<file path="src/rtl/pipeline_stage_reg_pkg.sv">
// Shared definitions for the pipeline stage register: occupancy state encoding
// and the default bubble (NOP) fill pattern.
package pipeline_stage_reg_pkg;

  typedef enum logic [1:0] {
    ST_EMPTY = 2'd0,
    ST_BUSY  = 2'd1,
    ST_FULL  = 2'd2
  } stage_state_e;

  localparam int   DEFAULT_WIDTH = 22;
  localparam logic NOP_FILL      = 1'b0;

  // Number of held entries for a given state; unknown encodings report empty.
  function automatic logic [1:0] state_occupancy(input stage_state_e st);
    logic [1:0] occ;
    case (st)
      ST_EMPTY: occ = 2'd0;
      ST_BUSY:  occ = 2'd1;
      ST_FULL:  occ = 2'd2;
      default:  occ = 2'd0;
    endcase
    return occ;
  endfunction

endpackage

</file>
<file path="src/rtl/pipeline_stage_reg.sv">
// Two-entry skid register between pipeline stages: fully registered handshake,
// bubble payload on out_data whenever nothing valid is held.
module pipeline_stage_reg
  import pipeline_stage_reg_pkg::*;
#(
  parameter int               WIDTH     = DEFAULT_WIDTH,
  parameter logic [WIDTH-1:0] NOP_VALUE = {WIDTH{NOP_FILL}}
) (
  input  logic             clk,
  input  logic             reset,
  input  logic             flush,
  input  logic             in_valid,
  output logic             in_ready,
  input  logic [WIDTH-1:0] in_data,
  output logic             out_valid,
  input  logic             out_ready,
  output logic [WIDTH-1:0] out_data,
  output logic [1:0]       occupancy
);

  stage_state_e     state_r;
  stage_state_e     state_nxt_s;
  logic [WIDTH-1:0] main_r;
  logic [WIDTH-1:0] main_nxt_s;
  logic [WIDTH-1:0] skid_r;
  logic [WIDTH-1:0] skid_nxt_s;
  logic             in_ready_r;
  logic             out_valid_r;
  logic [1:0]       occupancy_r;
  logic             in_xfer_s;
  logic             out_xfer_s;

  // Handshakes are qualified with our own registered flags, so stray valids
  // while FULL (or readies while EMPTY) cannot disturb the held entries.
  assign in_xfer_s  = in_valid & in_ready_r;
  assign out_xfer_s = out_ready & out_valid_r;

  // Next-state and entry update for the skid register.
  always_comb begin
    state_nxt_s = state_r;
    main_nxt_s  = main_r;
    skid_nxt_s  = skid_r;
    case (state_r)
      ST_EMPTY: begin
        if (in_xfer_s) begin
          state_nxt_s = ST_BUSY;
          main_nxt_s  = in_data;
        end else begin
          state_nxt_s = ST_EMPTY;
        end
      end
      ST_BUSY: begin
        if (in_xfer_s && out_xfer_s) begin
          state_nxt_s = ST_BUSY;
          main_nxt_s  = in_data;
        end else if (in_xfer_s) begin
          state_nxt_s = ST_FULL;
          skid_nxt_s  = in_data;
        end else if (out_xfer_s) begin
          state_nxt_s = ST_EMPTY;
          main_nxt_s  = NOP_VALUE;
        end else begin
          state_nxt_s = ST_BUSY;
        end
      end
      ST_FULL: begin
        if (out_xfer_s) begin
          state_nxt_s = ST_BUSY;
          main_nxt_s  = skid_r;
          skid_nxt_s  = NOP_VALUE;
        end else begin
          state_nxt_s = ST_FULL;
        end
      end
      default: begin
        state_nxt_s = ST_EMPTY;
        main_nxt_s  = NOP_VALUE;
        skid_nxt_s  = NOP_VALUE;
      end
    endcase
  end

  // State, payload and handshake registers; reset outranks flush.
  always_ff @(posedge clk) begin
    if (reset || flush) begin
      state_r     <= ST_EMPTY;
      main_r      <= NOP_VALUE;
      skid_r      <= NOP_VALUE;
      in_ready_r  <= 1'b1;
      out_valid_r <= 1'b0;
      occupancy_r <= 2'd0;
    end else begin
      state_r     <= state_nxt_s;
      main_r      <= main_nxt_s;
      skid_r      <= skid_nxt_s;
      in_ready_r  <= (state_nxt_s != ST_FULL);
      out_valid_r <= (state_nxt_s != ST_EMPTY);
      occupancy_r <= state_occupancy(state_nxt_s);
    end
  end

  assign in_ready  = in_ready_r;
  assign out_valid = out_valid_r;
  assign out_data  = main_r;
  assign occupancy = occupancy_r;

endmodule
</file>
<file path="config.mk">
export PLATFORM = sky130hd
export DESIGN_NAME = pipeline_stage_reg
export DESIGN_NICKNAME = d
export VERILOG_FILES = /design/src/rtl/pipeline_stage_reg_pkg.sv /design/src/rtl/pipeline_stage_reg.sv
export SDC_FILE = /design/constraint.sdc
export NUM_CORES = 1
export LEC_CHECK = 0
export ABC_AREA = 0
export CAP_MARGIN = 20
export CORE_ASPECT_RATIO = 1.2
export CORE_MARGIN = 2
export CORE_UTILIZATION = 35
export CTS_CLUSTER_SIZE = 20
export DETAILED_ROUTE_END_ITERATION = 12
export PLACE_DENSITY = 0.71
export SETUP_SLACK_MARGIN = 0.1
export SKIP_CTS_REPAIR_TIMING = 1
export SLEW_MARGIN = 30
export SYNTH_ARGS = -nofsm -noshare
export SYNTH_HDL_FRONTEND = slang
export SYNTH_SLANG_ARGS = --single-unit
</file>
<file path="constraint.sdc">
create_clock -name clk -period 1.5 [get_ports clk]
set_input_delay 0.3 -clock clk [delete_from_list [all_inputs] [get_ports clk]]
set_output_delay 0.3 -clock clk [all_outputs]
set_load 0.01 [all_outputs]
</file>
* Word level (Yosys, flattened, before mapping)
Index checks and enable logic that the tools add are counted.
** Word-level totals
- Flip-flop bits (word level) :: 50
- Bits in latches :: 0
- RAM bits :: 0
- ROM bits :: 0
- Input port bits :: 27
- Memories :: 0
** Cells by class
- $add $sub $neg :: 0
- Multipliers :: 0
- Divide/modulo/power cells :: 0
- Order comparisons :: 0
- Equality and inequality tests :: 11
- Shift-type cells :: 0
- Muxes and demuxes :: 15
- Bitwise operators :: 3
- Reduce and logical (&&, ||, !) cells :: 6
** Operators by type and width (count)
- 22-bit 2-to-1 mux :: 6
- 22-bit one-hot mux with 3 select lines :: 2
- 2-bit inequality test, second input constant :: 5
- 4-bit AND reduction :: 2
- 2-bit 2-to-1 mux :: 3
- 3-bit inequality test, second input constant :: 2
- 2-bit one-hot mux with 3 select lines :: 1
- 2-bit by 1-bit equality test with 1-bit output, second input constant :: 2
- 2-bit equality test, second input constant :: 2
- 2-bit one-hot mux with 2 select lines :: 1
- 1-bit AND :: 2
- 2-bit zero test :: 1
- 1-bit 2-to-1 mux :: 2
- 2-bit nonzero test :: 1
- 1-bit logical AND :: 1
- 1-bit logical OR :: 1
- 1-bit NOT :: 1

* Logic depth before layout (Yosys ltp)
Gate-level depths: netlist of run 1.
- Depth in word-level cells :: 7
- Depth in mapped cells :: 8

* Least setup slack after synthesis of run 1
No wires, ideal clock.
- Path type :: register -> register
- Start point :: register out_valid_r, in the netlist out_valid
- End point :: register skid_r[12]
- Library setup time :: 0.074 ns
- Arrival time :: 1.588 ns
- Slack :: -0.163 ns
- Stages on the path, launching flop included :: 9
- Buffers on the path :: 1
- Period minus slack after synthesis :: 1.663 ns
- Cell sequence :: dfxtp_1 -> nand2_1 -> inv_1 -> ha_1 -> and4b_1 -> o22ai_2 -> buf_2 -> nand3_1 -> o21ai_0
** Between the ends
- Word-level cells in the longest chain between the ends :: 4
- Elaborated cells on any way between the ends :: 5
- Those cells by class :: eq/ne (2); bitwise (1); reduce/logical (2)
** RTL lines
- from (decl) :: line pipeline_stage_reg.sv:28 : logic out_valid_r;
- from (signal assigned) :: line pipeline_stage_reg.sv:97 : out_valid_r <= (state_nxt_s != ST_EMPTY);
- 1-bit AND (*) :: line pipeline_stage_reg.sv:36 : assign out_xfer_s = out_ready & out_valid_r;
- 1-bit logical AND :: line pipeline_stage_reg.sv:53 : if (in_xfer_s && out_xfer_s) begin
- 2-bit inequality test (no source line)
- 4-bit AND reduction (no source line) (*)
- to (signal assigned) :: line pipeline_stage_reg.sv:95 : skid_r <= skid_nxt_s;
- to (decl) :: line pipeline_stage_reg.sv:25 : logic [WIDTH-1:0] skid_r;
Mark *: on every way between the ends. The rest lies on a longest branch, timed or not.
A chain may end at the register's enable or synchronous reset.

* Worst setup path after layout of run 1
- Start point :: register in_ready_r, in the netlist in_ready
- End point :: register skid_r[13]
** Between the ends
- Word-level cells in the longest chain between the ends :: 4
- Elaborated cells on any way between the ends :: 5
- Those cells by class :: eq/ne (2); bitwise (1); reduce/logical (2)
** RTL lines
- from (decl) :: line pipeline_stage_reg.sv:27 : logic in_ready_r;
- from (signal assigned) :: line pipeline_stage_reg.sv:96 : in_ready_r <= (state_nxt_s != ST_FULL);
- 1-bit AND (*) :: line pipeline_stage_reg.sv:35 : assign in_xfer_s = in_valid & in_ready_r;
- 1-bit logical AND :: line pipeline_stage_reg.sv:53
- 2-bit inequality test (no source line)
- 4-bit AND reduction (no source line) (*)
Marked as above.

==> impl_metrics.tcl, run 1 <==
set metrics [dict create \
    status "complete, but fails checks" \
    violations "negative setup slack" \
    critical_path.startpoint_type "flip-flop" \
    min_period_ns 1.52 \
    synth_top_cell_by_area "dfxtp_1" \
    cp-end-kind "flip-flop" \
    min_from "skid_r[2]$_SDFFE_PP0P_" \
    drive_above_1_share_pct 28.6 \
    die_h_um 91.9 \
    root_buffer "clkbuf_8" \
    area_growth_pct 52.4 \
    htreeDepth 2 \
    worstSkewPairLatency_ns 0.30 \
    synth_common_cells "50 x dfxtp_1, 29 x nand2_1, 27 x a21oi_1" \
    wl_per_cell_um 16.8 \
    critical_path.max_fanout 10 \
    syn_area_per_cell_um2 9.31 \
    synthTopCellsByArea "dfxtp_1 44%, a211oi_2 11%, a22oi_1 7.3%, a21oi_1 6.0%, o21ai_0 5.6%" \
    cts_buffer_depth 2 \
    synth_flop_cell "dfxtp_1" \
    grt_pass1_wl_um 9190 \
    setup_violations 19 \
    drtIter0Drc 126 \
    synth_edf_count 0 \
    setup_ws_ns -0.0233 \
    synth.most_common_cell "dfxtp_1" \
    place_congestion 0.747 \
    vias_per_cell 5.36 \
    start_util_pct 35.6 \
    drt-pass1-iter-count 4 \
    netlist.area_leader.share_pct 44.4 \
    wirelength_um 6590 \
    cts_tree "yes" \
    place.detailed.hpwl_um 3720 \
    numPortBuffers 52 \
    drc_errors 0 \
    synth_cells 242 \
    irDropWorstVdd_mv 0.421 \
    grt_max_degree 27 \
    leakagePower_nw 1.63 \
    die_x_um 77.2 \
    synth_cell_types 30 \
    cts.sinks 50 \
    cts_buffers 5 \
    max_freq_mhz 656 \
    std_cell_rows 32 \
    worst_slew_pin_slew_ns 0.339 \
    vias 2107 \
    die_area_um2 7100 \
    ys_seq_elements 50 \
    maxSlewHeadroom_pct 77.4 \
    slew_violations 0 \
    netlist_area_um2 2250 \
    rsz0062_at_grt "yes" \
    critPathKind "flip-flop to flip-flop" \
    ys_async_sr_fraction_pct 0 \
    maxCapViolCount 0 \
    hold_viol 0 \
    power_density_nw_per_um2 838 \
    mappedNetlistNets 271 \
    coreArea_um2 6330 \
    grt_pass1_vias 1981 \
    post-route-period-util_pct 102 \
    critPathRequiredTime_ns 1.70 \
    setup_tns_ns -0.226 \
    io_pins 53 \
    seq_area_frac_synth_pct 44.4 \
    cts.clk_slew.worst_paths_ns 0.09 \
    timing.rr.start "in_ready$_SDFF_PP1_" \
    diodes 0 \
    dp_slack_ns -0.466 \
    finalClockSkew_ns 0.00883 \
    antenna_found_initial 0 \
    ant_nets 0 \
    grt_overflow 0 \
    grt_usage_pct 15.9 \
    critPathArrivalTime_ns 1.72 \
    nNetsFinal 337 \
    startpoint "in_ready$_SDFF_PP1_" \
    hold_class "flip-flop to flip-flop" \
    synth-warning-count 0 \
]
==> cell usage in the layout, fill, tap and decap left out, types with 4 or more instances in the layout <==
master           count
buf_4               12
buf_12               6
clkbuf_8             5
o21ai_1             21
nand3_1             14
dlymetal6s2s_1      27
clkbuf_16            4
nand2_1             27
nand3_2              8
clkdlybuf4s50_1     25
a21oi_2              4
a22oi_1             22
dfxtp_1             47
buf_6                6
a21oi_1             22
a211oi_2            20
==> per-stage QoR <==
stage / utilization, % / std cells / area, µm² / power, mW / hold WS, ns
after floorplan: - / 242 / 2340 / 1.70 / 0.438
after global placement: 46.9 / 375 / 2970 / 1.90 / 0.447
after detailed placement: 46.9 / 375 / 2970 / 1.91 / 0.455
after CTS: 48.6 / 382 / 3070 / 2.83 / 0.468
after global routing: 54.3 / 393 / 3430 / 3.00 / 0.478
final: 54.3 / 393 / 3430 / 2.88 / 0.461
==> power by group <==
part | total, mW | internal, mW | switching, mW
combinational | 0.555 | 0.278 | 0.277
sequential | 1.39 | 1.36 | 0.0249
clock | 0.934 | 0.491 | 0.443
total | 2.88 | 2.13 | 0.745
==> cell type report <==
cell class / instances / area (µm²)
Clock inverter: 2 / 38.8
Fill cell: 580 / 2890
Tap cell: 85 / 106
Sequential cell: 50 / 1010
Inverter: 3 / 16.3
Multi-Input combinational cell: 168 / 1230
Timing Repair Buffer: 80 / 966
Clock buffer: 5 / 68.8
==> sequential cells by signal, indices dropped and copies added, names as in the netlist <==
name and count:
state_r 2, out_data 22, in_ready 1, out_valid 1
skid_r 22, occupancy 2
==> cell families (layout without fill, tap and decap cells) <==
| group | count (synthesis) | count (layout) | share of synthesized area, % |
|---|---|---|---|
| simple gates | 62 | 65 | 13.2 |
| flops | 50 | 50 | 44.4 |
| compound gates | 101 | 101 | 33.3 |
| buf+inv | 27 | 90 | 7.94 |
| fa+ha+maj | 2 | 2 | 1.11 |
==> metal layers <==
| layer | wire (µm) | vias to the layer above | part of all wire [%] | track usage [%] |
|---|---|---|---|---|
| li1 | - | 1015 | - | - |
| met1 | 2670 | 1000 | 40 | 19.0 |
| met2 | 3390 | 82 | 51 | 28.4 |
| met3 | 427 | 10 | 6.5 | 3.64 |
| met4 | 105 | 0 | 1.6 | 4.76 |
| met5 | 0 | - | 0 | 0 |
==> path summary, 6_finish.rpt <==
kind                                           endpoint  slack [ns]  cells after the start
worst max-delay path            skid_r[13]$_SDFFE_PP0P_       -0.02                      9
worst max register to register  skid_r[13]$_SDFFE_PP0P_       -0.02                      9
worst min register to register   skid_r[2]$_SDFFE_PP0P_        0.46                      2
worst min-delay path             skid_r[2]$_SDFFE_PP0P_        0.46                      2
==> worst max-delay path, cell delays in order, from the launching register on <==
cell,delay (ns)
dfxtp_4,0.36
nand2_4,0.07
inv_4,0.04
ha_4,0.14
and4b_1,0.29
o22ai_4,0.09
buf_12,0.15
buf_12,0.14
nand3_1,0.08
o21ai_1,0.07
No activity file was read; power rests on OpenSTA's default activity.
==> inputs of run 2 (changes only) <==
--- a/config.mk
+++ b/config.mk
@@ -13,6 +13,7 @@
 export CTS_CLUSTER_SIZE = 20
 export DETAILED_ROUTE_END_ITERATION = 12
 export PLACE_DENSITY = 0.71
+export RECOVER_POWER = 25
 export SETUP_SLACK_MARGIN = 0.1
 export SKIP_CTS_REPAIR_TIMING = 1
 export SLEW_MARGIN = 30
==> impl_metrics.tcl, run 2 (synthesis results as in run 1) <==
set metrics [dict create \
    nFillCells 583 \
    reg2reg_to "skid_r[13]$_SDFFE_PP0P_" \
    hold_class "flip-flop to flip-flop" \
    hold_slack_ns 0.461 \
    power_frac_clock_pct 32.5 \
    numPortBuffers 52 \
    crit_end "skid_r[13]$_SDFFE_PP0P_" \
    antenna_found_initial 0 \
    setup_ws_ns -0.0264 \
    critPathRequiredTime_ns 1.70 \
    reg2regPathDepth 9 \
    grt_usage_pct 15.9 \
    status "complete, but fails checks" \
    path_cells "nand2_4 > inv_4 > ha_4 > and4b_1 > o22ai_4 > buf_12 > buf_12 > nand3_1 > o21ai_1" \
    hold_viol 0 \
    dp_slack_ns -0.466 \
    area_growth_pct 51.6 \
    design_area_um2 3420 \
    std_cell_rows 32 \
    internal_power_mw 2.13 \
    multi_input_area_um2 1230 \
    final_common_cell "dfxtp_1" \
    power_density_nw_per_um2 843 \
    cp.depth 9 \
    cts_buffers 5 \
    grt_pass1_wl_um 9190 \
    worst_slew_pin_slew_ns 0.337 \
    critical_path.top_delay_family "simple AND/OR/NAND/NOR gates" \
    cts.clk_slew.worst_paths_ns 0.09 \
    comb_power_share_pct 19.3 \
    place_congestion 0.747 \
    die_area_um2 7100 \
    critPathKind "flip-flop to flip-flop" \
    critical_path.startpoint_type "flip-flop" \
    place.detailed.hpwl_um 3720 \
    cts_tree "yes" \
    drtIter0Drc 112 \
    wirelength_um 6580 \
    min_period_ns 1.53 \
    leakagePower_nw 1.50 \
    drive_above_1_share_pct 28.6 \
    start_util_pct 35.6 \
    vias_per_cell 5.38 \
    root_buffer "clkbuf_8" \
    die_x_um 77.2 \
    timing.rr.start "in_ready$_SDFF_PP1_" \
    finalClockSkew_ns 0.00831 \
    r2r_slack_ns -0.03 \
    coreArea_um2 6330 \
    grt_max_degree 27 \
    htreeDepth 2 \
    regArea_um2 1010 \
    diodes 0 \
    cts.sinks 50 \
    irDropWorstVdd_mv 0.421 \
    maxSlewHeadroom_pct 77.5 \
    startpoint "in_ready$_SDFF_PP1_" \
    cts_buffer_depth 2 \
    critPathArrivalTime_ns 1.72 \
    wl_per_cell_um 16.7 \
    p_sw_mw 0.748 \
    seq_power_share_pct 48.2 \
    setup_violations 23 \
    nNetsFinal 337 \
    setup_tns_ns -0.261 \
    drc_errors 0 \
    cp-end-kind "flip-flop" \
    critical_path.max_fanout 10 \
    post_dp_cell_area_um2 2970 \
    grt_pass1_vias 1981 \
    mostFrequentLayoutCells "47 x dfxtp_1, 27 x nand2_1, 25 x clkdlybuf4s50_1, 22 x a22oi_1, 22 x a21oi_1" \
    critPathSlowestCell "dfxtp_4" \
    crit_top_cell "buf_12" \
    die_h_um 91.9 \
    violations "negative setup slack" \
    vias 2116 \
    grt_overflow 0 \
    slew_violations 0 \
    ant_nets 0 \
    io_pins 53 \
    cp_num_buf_inv 3 \
    post-route-period-util_pct 102 \
    max_freq_mhz 655 \
    maxCapViolCount 0 \
    switching_share_pct 26.0 \
    rsz0062_at_grt "yes" \
    slowest_delay_ns 0.36 \
    drt-pass1-iter-count 4 \
    worstSkewPairLatency_ns 0.30 \
]
==> run 2: how the worst min path moves through the flow <==
stage | start | endpoint | slack (ns) | cells after the start
after floorplan | skid_r[0]$_SDFFE_PP0P_ | skid_r[0]$_SDFFE_PP0P_ | 0.44 | 2
after global placement | skid_r[4]$_SDFFE_PP0P_ | skid_r[4]$_SDFFE_PP0P_ | 0.45 | 2
after detailed placement | skid_r[2]$_SDFFE_PP0P_ | skid_r[2]$_SDFFE_PP0P_ | 0.46 | 2
after CTS | skid_r[2]$_SDFFE_PP0P_ | skid_r[2]$_SDFFE_PP0P_ | 0.47 | 2
after global routing | skid_r[8]$_SDFFE_PP0P_ | skid_r[8]$_SDFFE_PP0P_ | 0.48 | 2
final | skid_r[2]$_SDFFE_PP0P_ | skid_r[2]$_SDFFE_PP0P_ | 0.46 | 2
==> run 2: layout make-up <==
cell class	count	area share, %
multi-input combinational	168	35.9
sequential	50	29.6
timing repair buffer	80	27.8
tap	85	3.11
clock buffer	5	2.01
clock inverter	2	1.14
inverter	3	0.476
==> run 2: power by group through the flow <==
stage / combinational, mW / clock, mW / sequential, mW
finish: 0.554 / 0.936 / 1.39
global route: 0.589 / 1.01 / 1.39
CTS: 0.490 / 0.952 / 1.39
detailed placement: 0.487 / 0 / 1.42
global placement: 0.482 / 0 / 1.42
floorplan: 0.272 / 0 / 1.43
==> run 2: per-stage QoR <==
stage               utilization (%)  instances  power [mW]
finish                         54.0        393        2.88
global route                   54.0        393        3.00
CTS                            48.6        382        2.83
detailed placement             46.9        375        1.91
global placement               46.9        375        1.90
floorplan                         -        242        1.70
==> run 2: layer usage <==
metal / wire, µm / GRT usage, % / share of wire [%]
met5: 0 / 0 / 0
met4: 144 / 4.76 / 2.2
met3: 380 / 3.64 / 5.8
met2: 3340 / 28.4 / 51
met1: 2710 / 19.0 / 41
==> run 2: worst reg2reg max path: cells and delay by family, from the launching register on <==
family / cells / cell delay, ns
adder cells (fa/ha/maj): 1 / 0.14
AO/OA/AOI/OAI: 2 / 0.16
buffers and inverters: 3 / 0.33
AND/OR/NAND/NOR: 3 / 0.44
flip-flops: 1 / 0.36
==> edit (config.mk and constraints of run 2) <==
`DEFAULT_WIDTH`: 22 -> 11.
--- a/src/rtl/pipeline_stage_reg_pkg.sv
+++ b/src/rtl/pipeline_stage_reg_pkg.sv
@@ -8,7 +8,7 @@
     ST_FULL  = 2'd2
   } stage_state_e;
 
-  localparam int   DEFAULT_WIDTH = 22;
+  localparam int   DEFAULT_WIDTH = 11;
   localparam logic NOP_FILL      = 1'b0;
 
   // Number of held entries for a given state; unknown encodings report empty.
Interface: changed (resized in_data and out_data); port bits go from 53 to 31. The function was not compared with the original's and may differ.
==> edit against run 2 <==
The flow still finishes with violations (negative setup slack); total power decreased by 40%; utilization increased by 8.7 points; global-route usage decreased by 0.40 points; final area decreased by 34%; area after synthesis decreased by 42%; final cell count decreased by 42%; via count decreased by 40%; non-clock buffer count decreased by 26; worst setup slack got worse by 0.084 ns; sequential cell count decreased by 22; wire length decreased by 35%; largest power group unchanged.
==> edit: results (changes against run 2) <==
use_met2_pct: 22.95  # -5.5 points
grt_pass1_wl_mm: 5.147  # -44%
critPathCapture: "skid_r[7]$_SDFFE_PP0P_"
cp_slowest_cell: "dfxtp_2"
use_met1_pct: 23.05  # +4.1 points
seq_area_um2: 568.0  # -44%
numCtsBuffers: 3  # -2
nNetsFinal: 207  # -39%
dp_hpwl_mm: 2.294  # -38%
grt_max_degree: 23  # -15%
multi_input_gates: 99  # -41%
dp_slack_ns: -0.3817  # +0.08454 ns
hold_start: "skid_r[1]$_SDFFE_PP0P_"
setup_viol: 19  # -17%
vdd_drop_max_uv: 529.1  # +26%
fin_skew_ns: 0.001247  # -0.007067 ns
worstHoldEndpoint: "skid_r[1]$_SDFFE_PP0P_"
setup_ws_ns: -0.1104  # -0.08397 ns
critPathMaxStageDelay_ns: 0.38  # +0.02 ns
grt_usage_pct: 15.55  # -0.40 points
gp_congestion: 0.9251  # +24%
relSlewSlack_pct: 74.67  # -2.9 points
signal_buffers: 54  # -33%
port_buffers: 30  # -42%
layout-drive-gt1-share_pct: 49.47  # +21 points
tns_ns: -1.065  # -0.8037 ns
synth_fa_ha_area_share_pct: 1.927  # +0.82 points
netlist_top_cells_count: "dfxtp_1 (28), nand2_1 (16), a21oi_1 (15), o21ai_0 (15)"
first_iter_violations: 39  # -65%
n_fill_cell: 265  # -55%
cp_top_family: "flip-flops"
nonClkBufAreaFrac_pct: 28.74  # +0.97 points
multi_input_area_um2: 908.4  # -26%
synth_nets: 159  # -41%
hold_class: "reg -> reg"
root_buffer: "clkbuf_8"
cts_max_level: 1  # -1
route.vias.total: 1277  # -40%
grtUsageMet3_pct: 2.377  # -1.3 points
violations: "negative setup slack"
worstRegToRegCells: 8  # -1
cp.arrival_ns: 1.82  # +0.10 ns
wl_per_cell_um: 18.85  # +13%
muxShareOfSynthArea_pct: 0  # unchanged
ys_seq_area_share_pct: 43.16  # -1.3 points
p_leak_nw: 0.9686  # -36%
synth_compound_area_share_pct: 33.04  # -0.27 points
seq_cells: 28  # -44%
grt_pass1_vias: 1103  # -44%
clk-insertion-delay-late_ns: 0.27  # -0.03 ns
fin_hold_ws_ns: 0.4749  # +0.01368 ns
clkTransAtPathRegs_ns: 0.10
ys_types: 28  # -6.7%
nClkBuffers: 4  # -1
clk_share_pct: 2.935  # -0.22 points
status: "finished with violations"
synthTopCellsByArea: "dfxtp_1 (43%), a211oi_2 (9.6%), a22oi_1 (6.4%)"
[edit: changes by cell type after synthesis, sizes merged, moves of 9 or more]
cell / run 2 / this run
o21ai: 25 / 15
a21oi: 27 / 15
nand2: 29 / 17
a22oi: 23 / 12
a211oi: 22 / 11
dfxtp: 50 / 28
buf: 18 / 9
nand3: 22 / 11
[edit: power breakdown]
group / total, W / switching [W] / internal, W
combinational: 0.000404 / 0.000194 / 0.000210
sequential: 0.000785 / 0.0000195 / 0.000765
clock: 0.000538 / 0.000247 / 0.000291
total: 0.00173 / 0.000461 / 0.00127
[edit: through the flow]
step	cell area (um2)	cells	power (W)
after floorplan	1346	141	0.0009568
after global placement	1772	213	0.001082
after detailed placement	1772	213	0.001088
after CTS	1838	217	0.001614
after global routing	2260	227	0.001776
final	2260	227	0.001726
[edit: layer usage]
layer | share of wire [%] | up-vias
met5 | 0 | -
met3 | 3.5 | 6
met4 | 1.5 | 0
met2 | 53 | 35
met1 | 42 | 632
li1 | - | 604
